`src/rtl/kgp_multicycle_ctrl_pkg.sv`:
```
// Shared types and constants for the KGPminiRISC multi-cycle controller:
// FSM state encoding, opcode values and PC source selections.
package kgp_multicycle_ctrl_pkg;

  typedef enum logic [2:0] {
    S_IDLE   = 3'd0,
    S_FETCH  = 3'd1,
    S_DECODE = 3'd2,
    S_EXEC   = 3'd3,
    S_MEM    = 3'd4,
    S_WB     = 3'd5,
    S_HALT   = 3'd6,
    S_ERR    = 3'd7
  } state_t;

  typedef logic [5:0] opcode_t;

  localparam opcode_t OP_RTYPE = 6'b000000;
  localparam opcode_t OP_ITYPE = 6'b000001;
  localparam opcode_t OP_LD    = 6'b000010;
  localparam opcode_t OP_ST    = 6'b000011;
  localparam opcode_t OP_BR    = 6'b000100;
  localparam opcode_t OP_HALT  = 6'b111111;

  localparam logic PC_SRC_SEQ = 1'b0;
  localparam logic PC_SRC_BR  = 1'b1;

  function automatic logic is_exec_op(input opcode_t op);
    return (op == OP_RTYPE) || (op == OP_ITYPE) || (op == OP_LD) ||
           (op == OP_ST) || (op == OP_BR);
  endfunction

  function automatic logic uses_imm(input opcode_t op);
    return (op == OP_ITYPE) || (op == OP_LD) || (op == OP_ST);
  endfunction

endpackage

```
`src/rtl/kgp_wait_timer.sv`:
```
// Wait-cycle counter shared by the fetch and data-memory handshakes; flags a
// timeout when the access would exceed TIMEOUT unacknowledged cycles.
module kgp_wait_timer #(
  parameter int TIMEOUT = 16,
  parameter int TW      = 5
) (
  input  logic clk,
  input  logic rst,
  input  logic clear,
  input  logic tick,
  input  logic ack,
  output logic timeout
);

  localparam logic [TW-1:0] LIMIT   = TW'((TIMEOUT > 0) ? TIMEOUT - 1 : 0);
  localparam logic [TW-1:0] MAX_CNT = '1;

  logic [TW-1:0] count;

  always_ff @(posedge clk) begin
    if (rst || clear || ack) begin
      count <= '0;
    end else if (tick && (count != MAX_CNT)) begin
      count <= count + 1'b1;
    end
  end

  // Fires in the cycle that would be the TIMEOUT-th wait; an ack that cycle wins.
  assign timeout = (TIMEOUT != 0) && tick && !ack && (count == LIMIT);

endmodule

```
`src/rtl/kgp_multicycle_ctrl.sv`:
```
// Multi-cycle control FSM for the KGPminiRISC datapath: sequences
// fetch/decode/execute/mem/writeback and drives datapath and memory strobes.
module kgp_multicycle_ctrl
  import kgp_multicycle_ctrl_pkg::*;
#(
  parameter int MEM_TIMEOUT = 16,
  parameter int TW          = 5
) (
  input  logic        clk,
  input  logic        rst,
  input  logic [31:0] instr,
  input  logic        alu_zero,
  output logic        imem_req,
  input  logic        imem_ack,
  output logic        dmem_req,
  output logic        dmem_we,
  input  logic        dmem_ack,
  output logic        ir_we,
  output logic        pc_we,
  output logic        pc_src,
  output logic        imm_sel,
  output logic        alu_src_imm,
  output logic        reg_we,
  output logic        wb_sel,
  output logic        halted,
  output logic        err
);

  // Valid/ready handshake: a request is held high and stable from state entry
  // until the matching ack is seen high on a rising edge; ack completes it.

  state_t  state, state_next;
  opcode_t op_q;
  logic    waiting;
  logic    cur_ack;
  logic    timeout;
  logic    unused_instr_bits;

  assign unused_instr_bits = ^instr[25:0];

  assign waiting = (state == S_FETCH) || (state == S_MEM);
  assign cur_ack = (state == S_FETCH) ? imem_ack : dmem_ack;

  kgp_wait_timer #(
    .TIMEOUT (MEM_TIMEOUT),
    .TW      (TW)
  ) u_wait_timer (
    .clk     (clk),
    .rst     (rst),
    .clear   (!waiting),
    .tick    (waiting),
    .ack     (cur_ack),
    .timeout (timeout)
  );

  always_ff @(posedge clk) begin
    if (rst) begin
      state <= S_IDLE;
      op_q  <= '0;
    end else begin
      state <= state_next;
      if (state == S_DECODE) begin
        op_q <= instr[31:26];
      end
    end
  end

  always_comb begin
    state_next  = state;
    imem_req    = 1'b0;
    dmem_req    = 1'b0;
    dmem_we     = 1'b0;
    ir_we       = 1'b0;
    pc_we       = 1'b0;
    pc_src      = PC_SRC_SEQ;
    imm_sel     = 1'b0;
    alu_src_imm = 1'b0;
    reg_we      = 1'b0;
    wb_sel      = 1'b0;
    halted      = 1'b0;
    err         = 1'b0;

    case (state)
      S_IDLE: state_next = S_FETCH;
      S_FETCH: begin
        imem_req = 1'b1;
        if (imem_ack) begin
          ir_we      = 1'b1;
          pc_we      = 1'b1;
          state_next = S_DECODE;
        end else if (timeout) begin
          state_next = S_ERR;
        end
      end
      S_DECODE: begin
        imm_sel = instr[27];
        if (is_exec_op(instr[31:26])) begin
          state_next = S_EXEC;
        end else if (instr[31:26] == OP_HALT) begin
          state_next = S_HALT;
        end else begin
          state_next = S_ERR;
        end
      end
      S_EXEC: begin
        // instr[27] is opcode bit 1, so the latched opcode keeps imm_sel stable.
        imm_sel     = op_q[1];
        alu_src_imm = uses_imm(op_q);
        case (op_q)
          OP_RTYPE, OP_ITYPE: state_next = S_WB;
          OP_LD, OP_ST:       state_next = S_MEM;
          OP_BR: begin
            pc_src     = PC_SRC_BR;
            pc_we      = alu_zero;
            state_next = S_FETCH;
          end
          default:            state_next = S_ERR;
        endcase
      end
      S_MEM: begin
        dmem_req    = 1'b1;
        dmem_we     = (op_q == OP_ST);
        imm_sel     = op_q[1];
        alu_src_imm = 1'b1;
        if (dmem_ack) begin
          state_next = (op_q == OP_ST) ? S_FETCH : S_WB;
        end else if (timeout) begin
          state_next = S_ERR;
        end
      end
      S_WB: begin
        reg_we      = 1'b1;
        wb_sel      = (op_q == OP_LD);
        imm_sel     = op_q[1];
        alu_src_imm = uses_imm(op_q);
        state_next  = S_FETCH;
      end
      S_HALT:  halted = 1'b1;
      S_ERR:   err    = 1'b1;
      default: state_next = S_ERR;
    endcase

    // A reset edge must never also commit architectural state.
    if (rst) begin
      ir_we  = 1'b0;
      pc_we  = 1'b0;
      reg_we = 1'b0;
    end
  end

endmodule

```
`config.mk`:
```
export PLATFORM = sky130hd
export DESIGN_NAME = kgp_multicycle_ctrl
export DESIGN_NICKNAME = d
export VERILOG_FILES = /design/src/rtl/kgp_multicycle_ctrl_pkg.sv /design/src/rtl/kgp_wait_timer.sv /design/src/rtl/kgp_multicycle_ctrl.sv
export SDC_FILE = /design/constraint.sdc
export NUM_CORES = 1
export LEC_CHECK = 0
export ABC_CLOCK_PERIOD_IN_PS = 2000
export CAP_MARGIN = 20
export CELL_PAD_IN_SITES_DETAIL_PLACEMENT = 0
export CELL_PAD_IN_SITES_GLOBAL_PLACEMENT = 1
export CORE_MARGIN = 2
export CORE_UTILIZATION = 26
export CTS_CLUSTER_DIAMETER = 100
export DETAILED_ROUTE_END_ITERATION = 8
export PLACE_DENSITY = 0.75
export SLEW_MARGIN = 15
export SYNTH_ARGS = -nofsm -noshare
export SYNTH_HDL_FRONTEND = slang
export SYNTH_SLANG_ARGS = --single-unit
```
`constraint.sdc`:
```
create_clock -name clk -period 2 [get_ports clk]
set_input_delay 0.6 -clock clk [delete_from_list [all_inputs] [get_ports clk]]
set_output_delay 0.6 -clock clk [all_outputs]
set_load 0.05 [all_outputs]
```
==> results.json, run 1 <==
{
  "finalPower_w": 0.00101,
  "clockPowerShare_pct": 20.6,
  "drive_gt1_share_pct": 43.5,
  "grt.overflow.total": 0,
  "synth_edf_count": 0,
  "grt_max_degree": 10,
  "cp.required_ns": 1.40,
  "clock.fmax_ghz": 0.467,
  "slowest_stage": "nor4_4",
  "crit_arrival_ns": 1.54,
  "combPwrFrac_pct": 45.9,
  "cp_cell_sequence": "nor4_4, o21ai_2, a22oi_2, buf_12",
  "syn_avg_cell_area_sq_um": 8.11,
  "start_util_pct": 27.2,
  "drtIter0Drc": 48,
  "finalNetCount": 188,
  "p_int_w": 0.000627,
  "startpoint": "op_q[2]",
  "syn_inst": 112,
  "port-buffer-count": 22,
  "coreArea_sq_um": 3340,
  "drt_first_pass_iters": 5,
  "grt_antenna_before_repair": 0,
  "synth_common_cells": "nor2_1 (18), dfxtp_1 (14), nand2_1 (9), mux2i_1 (6), nand3_1 (6)",
  "cts.sinks": 14,
  "yosysWarningCount": 0,
  "pwr_density_cell_nw_per_um2": 638,
  "cp_max_fo": 3,
  "critical_path.max_stage_delay_ns": 0.38,
  "p_sw_w": 0.000381,
  "synth-main-ff-cell": "dfxtp_1",
  "clk_path_buf_depth": 2,
  "synthTopCellsByArea": "dfxtp_1 (31%), nor2_1 (7.4%), mux2i_1 (6.6%)",
  "ctsRootBufferMaster": "clkbuf_4",
  "cts.htree.levels": 1,
  "die_w_um": 63.1,
  "grt_pass1_vias": 988,
  "fin_worst_skew_ns": 0.00428,
  "synth_nets": 152,
  "num_vias": 966,
  "hold_violations": 0,
  "maxCapViolCount": 0,
  "seqPwrFrac_pct": 33.5,
  "fin_cells": 193,
  "setup_viol": 4,
  "min_path_type": "reg -> reg",
  "hold_buffers": 0,
  "async_reset_ff_share_pct": 0,
  "period_needed_ns": 2.14,
  "io_pins": 49,
  "ys_types": 34,
  "hp-start": "u_wait_timer.count[1]",
  "tritoncts": "done",
  "setup_ws_ns": -0.143,
  "vias_per_cell": 5.01,
  "diodes": 0,
  "die-area_sq_um": 3980,
  "ys_ff_latch": 14,
  "insertion_delay_ns": 0.29,
  "finalMaxSlewViolations": 0,
  "numCtsBuffers": 3,
  "r2r_start": "u_wait_timer.count[0]",
  "fp-row-count": 21,
  "rsz0062_at_grt": "true",
  "p_sw_share_pct": 37.8,
  "fillers": 312,
  "synth_seq_area_share_pct": 30.9,
  "track_usage_pct": 13.5,
  "grt_first_pass_wirelength_um": 4290,
  "dpl.hpwl_um": 1990,
  "p_leak_nw": 0.587,
  "worst_setup_path_end_kind": "primary output",
  "syn_to_final_growth_pct": 74.0,
  "path_clk_slew_ns": 0.09,
  "synth_area_leader_cell": "dfxtp_1",
  "startpoint_type": "flop",
  "worstSetupPathType": "reg -> out",
  "slew_headroom_pct": 75.3,
  "drcViolationCount": 0,
  "status": "complete, but fails checks",
  "ir_drop_mv": 0.168,
  "die_h_um": 63.1,
  "gp_congestion": 0.837,
  "post-place-cells": 187,
  "ant_nets": 0,
  "yosysMostFrequentCell": "nor2_1",
  "syn-cell-area_sq_um": 908,
  "tightest_slew_ns": 0.369,
  "avgRoutedWirePerCell_um": 13.3,
  "layout_worst_path_cycle_share_pct": 107,
  "routed_wirelength_um": 2560,
  "netlist.area_leader.share_pct": 30.9,
  "violations": "setup timing"
}
[layout make-up]
cell class,instances,area (sq um),area share (%)
Tap cell,46,57.6,3.64
Inverter,4,15.0,0.950
Clock buffer,4,36.3,2.30
Sequential cell,14,303,19.2
Multi-Input combinational cell,89,723,45.8
Timing Repair Buffer,36,445,28.2
[cells by family after synthesis]
group | synth area share (%)
AO/OA/AOI/OAI | 16.5
XOR/XNOR | 5.92
adder cells (fa/ha/maj) | 4.13
buffers and inverters | 5.79
flip-flops | 30.9
multiplexers | 6.61
AND/OR/NAND/NOR | 30.2
[through the flow]
stage          util (%)  hold slack (ns)  setup TNS (ns)  instance area, sq um  worst slack, ns
2_1_floorplan         -            0.449          -0.179                   953           -0.168
3_3_place_gp       42.1            0.459          -0.783                  1400           -0.226
3_5_place_dp       42.1            0.472          -0.877                  1400           -0.262
4_1_cts            44.5            0.485          -0.349                  1480           -0.162
5_1_grt            47.4            0.521          -0.852                  1580           -0.211
6_report           47.4            0.482          -0.461                  1580           -0.143
[per-layer routing]
metal	track usage [%]	vias up	routed length (um)
met1	15.1	456	1100
li1	-	468	-
met5	0	-	0
met4	7.78	0	67
met2	24.3	34	1280
met3	1.79	8	105
[power by group through the flow]
| stage | combinational [W] | sequential, W | clock [W] |
|---|---|---|---|
| after floorplan | 0.000264 | 0.000323 | 0 |
| after global placement | 0.000403 | 0.000332 | 0 |
| after detailed placement | 0.000410 | 0.000333 | 0 |
| after CTS | 0.000426 | 0.000332 | 0.000215 |
| after global routing | 0.000493 | 0.000341 | 0.000228 |
| final | 0.000462 | 0.000337 | 0.000208 |
[sequential cells by signal, summed over array words and instances, names as in the netlist]
| signal | flops |
|---|---|
| op_q | 6 |
| u_wait_timer.count | 5 |
| state | 3 |
[placed cells by master, fill, tap and decap left out, drive strengths merged, types with 3 or more instances in the layout]
cell / instances
o21ai: 7
ha: 3
nor3: 4
nand2: 9
nand3: 6
mux2i: 6
a21oi: 4
buf: 26
xor2: 4
nor2: 19
and3: 3
dfxtp: 14
clkdlybuf4s50: 6
nor3b: 3
nand2b: 3
inv: 4
dlygate4sd2: 3
clkbuf: 4
a31oi: 4
[worst paths after layout]
check | endpoint | cells past startpoint | slack, ns
setup / recovery | alu_src_imm | 4 | -0.14
hold / removal | u_wait_timer.count[1] | 2 | 0.48
setup reg to reg | u_wait_timer.count[3] | 7 | 0.40
hold reg to reg | u_wait_timer.count[1] | 2 | 0.48
[worst max-delay path, delay by kind of cell, from the launching register on]
kind | cells | cell delay, ns
buffers and inverters | 1 | 0.17
flip-flops | 1 | 0.36
AND/OR/NAND/NOR | 1 | 0.38
AO/OA/AOI/OAI | 2 | 0.34
[timing repair]
action,in CTS,in global routing
setup buffers,0,2
pin swaps,7,6
endpoints found under the setup margin,10,10
resized for setup,19,21
(Power assumes the default switching activity.)
==> run 2: changes to the inputs <==
--- a/config.mk
+++ b/config.mk
@@ -5,15 +5,15 @@
 export SDC_FILE = /design/constraint.sdc
 export NUM_CORES = 1
 export LEC_CHECK = 0
-export ABC_CLOCK_PERIOD_IN_PS = 2000
+export ABC_CLOCK_PERIOD_IN_PS = 2700
 export CAP_MARGIN = 20
 export CELL_PAD_IN_SITES_DETAIL_PLACEMENT = 0
 export CELL_PAD_IN_SITES_GLOBAL_PLACEMENT = 1
 export CORE_MARGIN = 2
-export CORE_UTILIZATION = 26
+export CORE_UTILIZATION = 28
 export CTS_CLUSTER_DIAMETER = 100
 export DETAILED_ROUTE_END_ITERATION = 8
-export PLACE_DENSITY = 0.75
+export PLACE_DENSITY = 0.8
 export SLEW_MARGIN = 15
 export SYNTH_ARGS = -nofsm -noshare
 export SYNTH_HDL_FRONTEND = slang
==> constraint.sdc (replaced) <==
create_clock -name clk -period 2.7 [get_ports clk]
set_input_delay 0.81 -clock clk [delete_from_list [all_inputs] [get_ports clk]]
set_output_delay 0.81 -clock clk [all_outputs]
set_load 0.05 [all_outputs]
==> run 2 against run 1 <==
  * The run now ends clean
  * Total power is 36% lower
  * Routed wire length is 10% lower
  * Hold slack better by 0.0023 ns
  * Critical path type is now in -> out
  * Highest routed layer unchanged
==> results.json, run 2 (synthesis gave the netlist of run 1 again) <==
{
  "p_leak_nw": 0.512,
  "port-buffer-count": 22,
  "routed_wirelength_um": 2290,
  "crit_family": "buffers and inverters",
  "regMostFlops": "op_q",
  "tightest_slew_ns": 0.674,
  "num_vias": 926,
  "fin_area_sq_um": 1370,
  "placed_area_sq_um": 1330,
  "rsz0062_at_grt": "false",
  "setup_viol": 0,
  "min_path_type": "reg -> reg",
  "slew_headroom_pct": 54.9,
  "ant_nets": 0,
  "vias_per_cell": 5.03,
  "avgRoutedWirePerCell_um": 12.5,
  "gp_congestion": 0.841,
  "top_regs": "op_q x6, u_wait_timer.count x5, state x3",
  "post_cts_buffers": 0,
  "cts.sinks": 14,
  "grt_first_pass_wirelength_um": 3750,
  "start_util_pct": 29.5,
  "grt_antenna_before_repair": 0,
  "coreArea_sq_um": 3080,
  "rr_endpoint": "state[0]",
  "clk_path_buf_depth": 2,
  "dp_slack_ns": -0.0316,
  "worst_setup_path_end_kind": "primary output",
  "hold_violations": 0,
  "diodes": 0,
  "clock.fmax_ghz": 0.378,
  "cts.htree.levels": 1,
  "cp_max_fo": 3,
  "period_needed_ns": 2.64,
  "slowest_stage": "clkdlybuf4s50_1",
  "dpl.hpwl_um": 1850,
  "pwr_density_cell_nw_per_um2": 472,
  "cp.required_ns": 1.89,
  "drive_gt1_share_pct": 22.9,
  "final_common_cell": "nor2_1",
  "holdPathStages": 2,
  "finalMaxSlewViolations": 0,
  "r2r_start": "state[1]",
  "tns_ns": 0,
  "crit_buf_inv": 2,
  "min_to": "u_wait_timer.count[1]",
  "rrSetupSlack_ns": 0.96,
  "io_pins": 49,
  "insertion_delay_ns": 0.27,
  "numCtsBuffers": 3,
  "reg2reg_depth": 4,
  "setup_ws_ns": 0.0560,
  "post-place-cells": 181,
  "grt_max_degree": 14,
  "drtIter0Drc": 37,
  "maxCapViolCount": 0,
  "critical_path.max_stage_delay_ns": 0.51,
  "path_clk_slew_ns": 0.08,
  "ir_drop_mv": 0.257,
  "tritoncts": "done",
  "syn_to_final_growth_pct": 50.3,
  "cp_cell_sequence": "clkdlybuf4s50_1, nor4b_2, buf_12",
  "die_h_um": 61.0,
  "crit_arrival_ns": 1.83,
  "grt_pass1_vias": 852,
  "status": "finished clean",
  "die_w_um": 61.0,
  "finalNetCount": 182,
  "track_usage_pct": 13.4,
  "fp-row-count": 20,
  "startpoint_type": "input port",
  "layout_common_cells": "nor2_1 (18), dfxtp_1 (14), buf_12 (10), nand2_1 (9), buf_4 (9)",
  "drcViolationCount": 0,
  "layout_worst_path_cycle_share_pct": 97.9,
  "die-area_sq_um": 3720,
  "largest_register_ffs": 6,
  "fin_worst_skew_ns": 0.00385,
  "whs_ns": 0.485,
  "drt_first_pass_iters": 4,
  "fin_cells": 184,
  "grt.overflow.total": 0,
  "ctsRootBufferMaster": "clkbuf_4",
  "worstSetupPathType": "in -> out",
  "hp-start": "u_wait_timer.count[1]"
}
==> run 2: cell types whose count changed in the layout (fill, tap and decap cells not counted), moves of 3 or more <==
cell | before | now
dfxtp_2 | 3 | 0
dfxtp_4 | 5 | 0
nor2_2 | 4 | 1
nor2_1 | 14 | 18
dfxtp_1 | 6 | 14
buf_4 | 13 | 9
==> run 2: worst max path at each step <==
stage / slack (ns) / start / endpoint / cells after the start
floorplan: 0.11 / op_q[3] / wb_sel / 3
global placement: -0.06 / rst / pc_we / 4
detailed placement: -0.03 / rst / pc_we / 4
CTS: 0.02 / instr[27] / imm_sel / 4
global route: 0.0004 / state[2] / wb_sel / 4
finish: 0.06 / imem_ack / ir_we / 3
==> run 2: routing by layer <==
layer  share of wire, %  global-route usage, %  routed length (um)
met2                 50                   23.0                1150
met5                  0                      0                   0
met4               0.70                  0.932                  16
met1                 43                   17.0                 990
met3                5.8                   4.48                 133
==> run 2: worst min-delay path, cell delays in order (launching register included) <==
cell,delay (ns)
dfxtp_1,0.33
nand2_1,0.06
a21oi_1,0.06
==> run 2: timing repair <==
item                       in CTS  in global routing
cloned                          0                  0
pin swaps                       0                  1
hold buffers                    0                  0
gates resized for setup         2                  2
setup endpoints to repair       1                  1
==> run 2: metrics by stage <==
step                total power, W  utilization (%)
detailed placement        0.000531             43.2
finish                    0.000644             44.3
CTS                       0.000650             44.1
global placement          0.000526             43.2
floorplan                 0.000428                -
global route              0.000683             44.3
==> run 2: power by group <==
| part | leakage, nW | internal (W) | switching (W) | total, W |
|---|---|---|---|---|
| clock network | 0.0138 | 0.0000516 | 0.0000626 | 0.000114 |
| logic | 0.385 | 0.000126 | 0.000152 | 0.000277 |
| registers | 0.114 | 0.000222 | 0.0000308 | 0.000252 |
| total | 0.512 | 0.000399 | 0.000245 | 0.000644 |
==> run 2: area by class of cell <==
cell class,instances,area (sq um)
Sequential cell,14,280
Inverter,4,15.0
Timing Repair Buffer,30,394
Clock buffer,3,22.5
Tap cell,44,55.1
Fill cell,309,1710
Multi-Input combinational cell,89,598
==> run 3: changes to the inputs <==
--- a/config.mk
+++ b/config.mk
@@ -13,7 +13,7 @@
 export CORE_UTILIZATION = 28
 export CTS_CLUSTER_DIAMETER = 100
 export DETAILED_ROUTE_END_ITERATION = 8
-export PLACE_DENSITY = 0.8
+export PLACE_DENSITY_LB_ADDON = 0.1
 export SLEW_MARGIN = 15
 export SYNTH_ARGS = -nofsm -noshare
 export SYNTH_HDL_FRONTEND = slang
==> run 3 against run 2 <==
  * Clock-buffer cell count increased by 1
  * Global-route usage increased by 1.5 points
  * Critical path depth increased by 2
  * Utilization increased by 0.45 points
  * Sequential share of layout area decreased by 0.20 points
  * Non-clock buffer count decreased by 2
  * Critical path type is now reg -> out
  * Largest cell class unchanged
  * Largest power group unchanged
  * Highest routed layer unchanged
==> results.json, run 3 (synthesis gave the netlist of run 1 again) <==
{
  "status": "finished clean",
  "hold_violations": 0,
  "die_w_um": 61.0,
  "slowest_stage": "dfxtp_1",
  "dp_slack_ns": -0.0419,
  "grt_pass1_vias": 844,
  "crit_family": "simple AND/OR/NAND/NOR gates",
  "top_regs": "op_q x6, u_wait_timer.count x5, state x3",
  "whs_ns": 0.483,
  "largest_register_ffs": 6,
  "finalMaxSlewViolations": 0,
  "drt_first_pass_iters": 4,
  "num_vias": 878,
  "period_needed_ns": 2.55,
  "grt_antenna_before_repair": 0,
  "pwr_density_cell_nw_per_um2": 501,
  "drcViolationCount": 0,
  "layout_common_cells": "nor2_1 (18), dfxtp_1 (14), nand2_1 (9), buf_12 (9), buf_4 (7)",
  "p_leak_nw": 0.525,
  "drive_gt1_share_pct": 23.0,
  "start_util_pct": 29.5,
  "setup_viol": 0,
  "die_h_um": 61.0,
  "final_common_cell": "nor2_1",
  "ctsRootBufferMaster": "clkbuf_4",
  "worst_setup_path_end_kind": "primary output",
  "slew_headroom_pct": 56.3,
  "grt_max_degree": 14,
  "cp.required_ns": 1.89,
  "layout_worst_path_cycle_share_pct": 94.6,
  "post-place-cells": 179,
  "fillers": 298,
  "track_usage_pct": 14.9,
  "cts.sinks": 14,
  "finalNetCount": 180,
  "ant_nets": 0,
  "critical_path.max_stage_delay_ns": 0.34,
  "avgRoutedWirePerCell_um": 12.8,
  "io_pins": 49,
  "hold_buffers": 0,
  "min_to": "u_wait_timer.count[1]",
  "min_path_type": "reg -> reg",
  "worstSetupPathType": "reg -> out",
  "coreArea_sq_um": 3080,
  "die-area_sq_um": 3720,
  "drtIter0Drc": 13,
  "rrSetupSlack_ns": 1.02,
  "setup_ws_ns": 0.146,
  "diodes": 0,
  "crit_arrival_ns": 1.74,
  "routed_wirelength_um": 2350,
  "reg2reg_depth": 4,
  "grt.overflow.total": 0,
  "fp-row-count": 20,
  "fin_cells": 183,
  "cts.htree.levels": 1,
  "rr_endpoint": "state[0]",
  "tritoncts": "done",
  "port-buffer-count": 22,
  "tightest_slew_ns": 0.653,
  "fin_worst_skew_ns": 0.00969,
  "gp_congestion": 0.716,
  "cp_max_fo": 3,
  "hp-start": "u_wait_timer.count[1]",
  "grt_first_pass_wirelength_um": 3990,
  "dpl.hpwl_um": 1810,
  "startpoint_type": "flop",
  "path_clk_slew_ns": 0.10,
  "insertion_delay_ns": 0.30,
  "clk_path_buf_depth": 2,
  "regMostFlops": "op_q",
  "cp_cell_sequence": "nor3_1, nand3_1, a2bb2oi_2, nor3_2, clkbuf_16",
  "ir_drop_mv": 0.249,
  "numCtsBuffers": 3,
  "clock.fmax_ghz": 0.392,
  "crit_buf_inv": 1,
  "maxCapViolCount": 0,
  "rsz0062_at_grt": "false",
  "holdPathStages": 2,
  "syn_to_final_growth_pct": 51.8,
  "vias_per_cell": 4.80,
  "r2r_start": "state[0]"
}
-- run 3: cell count changes in the layout (fill, tap and decap cells not counted) --
cell	delta
dlymetal6s2s_1	+1
clkbuf_8	+1
clkdlybuf4s50_1	-2
dlygate4sd2_1	+1
a2bb2oi_2	+1
nor3_2	+1
buf_12	-1
nor3_4	-1
clkbuf_16	+1
buf_4	-2
nor4b_4	+1
a2bb2oi_1	-1
nor4b_2	-1
-- run 3: per-layer routing --
layer  vias up  track usage [%]  share of wire, %
met1       394             21.0                47
met4         0             7.45               2.2
met2        28             21.7                45
li1        451                -                 -
met5         -                0                 0
met3         5             2.77               6.0
-- run 3: cell type report --
cell class,count,area (sq um),share of cell area [%]
clock buffers,4,36.3,2.63
repair buffers,28,385,27.9
well taps,44,55.1,3.99
inverters,4,15.0,1.09
flip-flops and latches,14,280,20.3
multi-input cells,89,607,44.0
-- run 3: worst register-to-register path: stages, from the launching register on --
cell      delay [ns]
dfxtp_1         0.42
buf_4           0.22
nor3b_2         0.57
o21ai_2         0.13
a311oi_1        0.25
-- run 3: per-stage QoR --
stage | util (%) | power, W | TNS [ns] | area (sq um)
2_1_floorplan | - | 0.000428 | 0 | 925
3_3_place_gp | 42.7 | 0.000528 | -0.0581 | 1320
3_5_place_dp | 42.7 | 0.000529 | -0.0634 | 1320
4_1_cts | 44.1 | 0.000696 | 0 | 1360
5_1_grt | 44.8 | 0.000734 | 0 | 1380
6_report | 44.8 | 0.000691 | 0 | 1380
-- run 3: timing repair --
item                                    4_1_cts  5_1_grt
setup buffers                                 0        0
endpoints found under the setup margin        2        2
pin swaps                                     0        2
cloned                                        0        0
gates resized for setup                       3        5
-- run 3: how the worst max path moves through the flow --
stage / depth (start not counted) / startpoint / to
after floorplan: 3 / op_q[3] / wb_sel
after global placement: 3 / imem_ack / ir_we
after detailed placement: 3 / imem_ack / ir_we
after CTS: 5 / alu_zero / pc_we
after global routing: 5 / op_q[3] / pc_we
final: 5 / op_q[3] / pc_we
-- run 3: power breakdown --
group          total (W)  internal, W  switching, W
logic           0.000287     0.000125      0.000161
clock network   0.000165    0.0000823     0.0000823
registers       0.000240     0.000222     0.0000185
total           0.000691     0.000429      0.000262
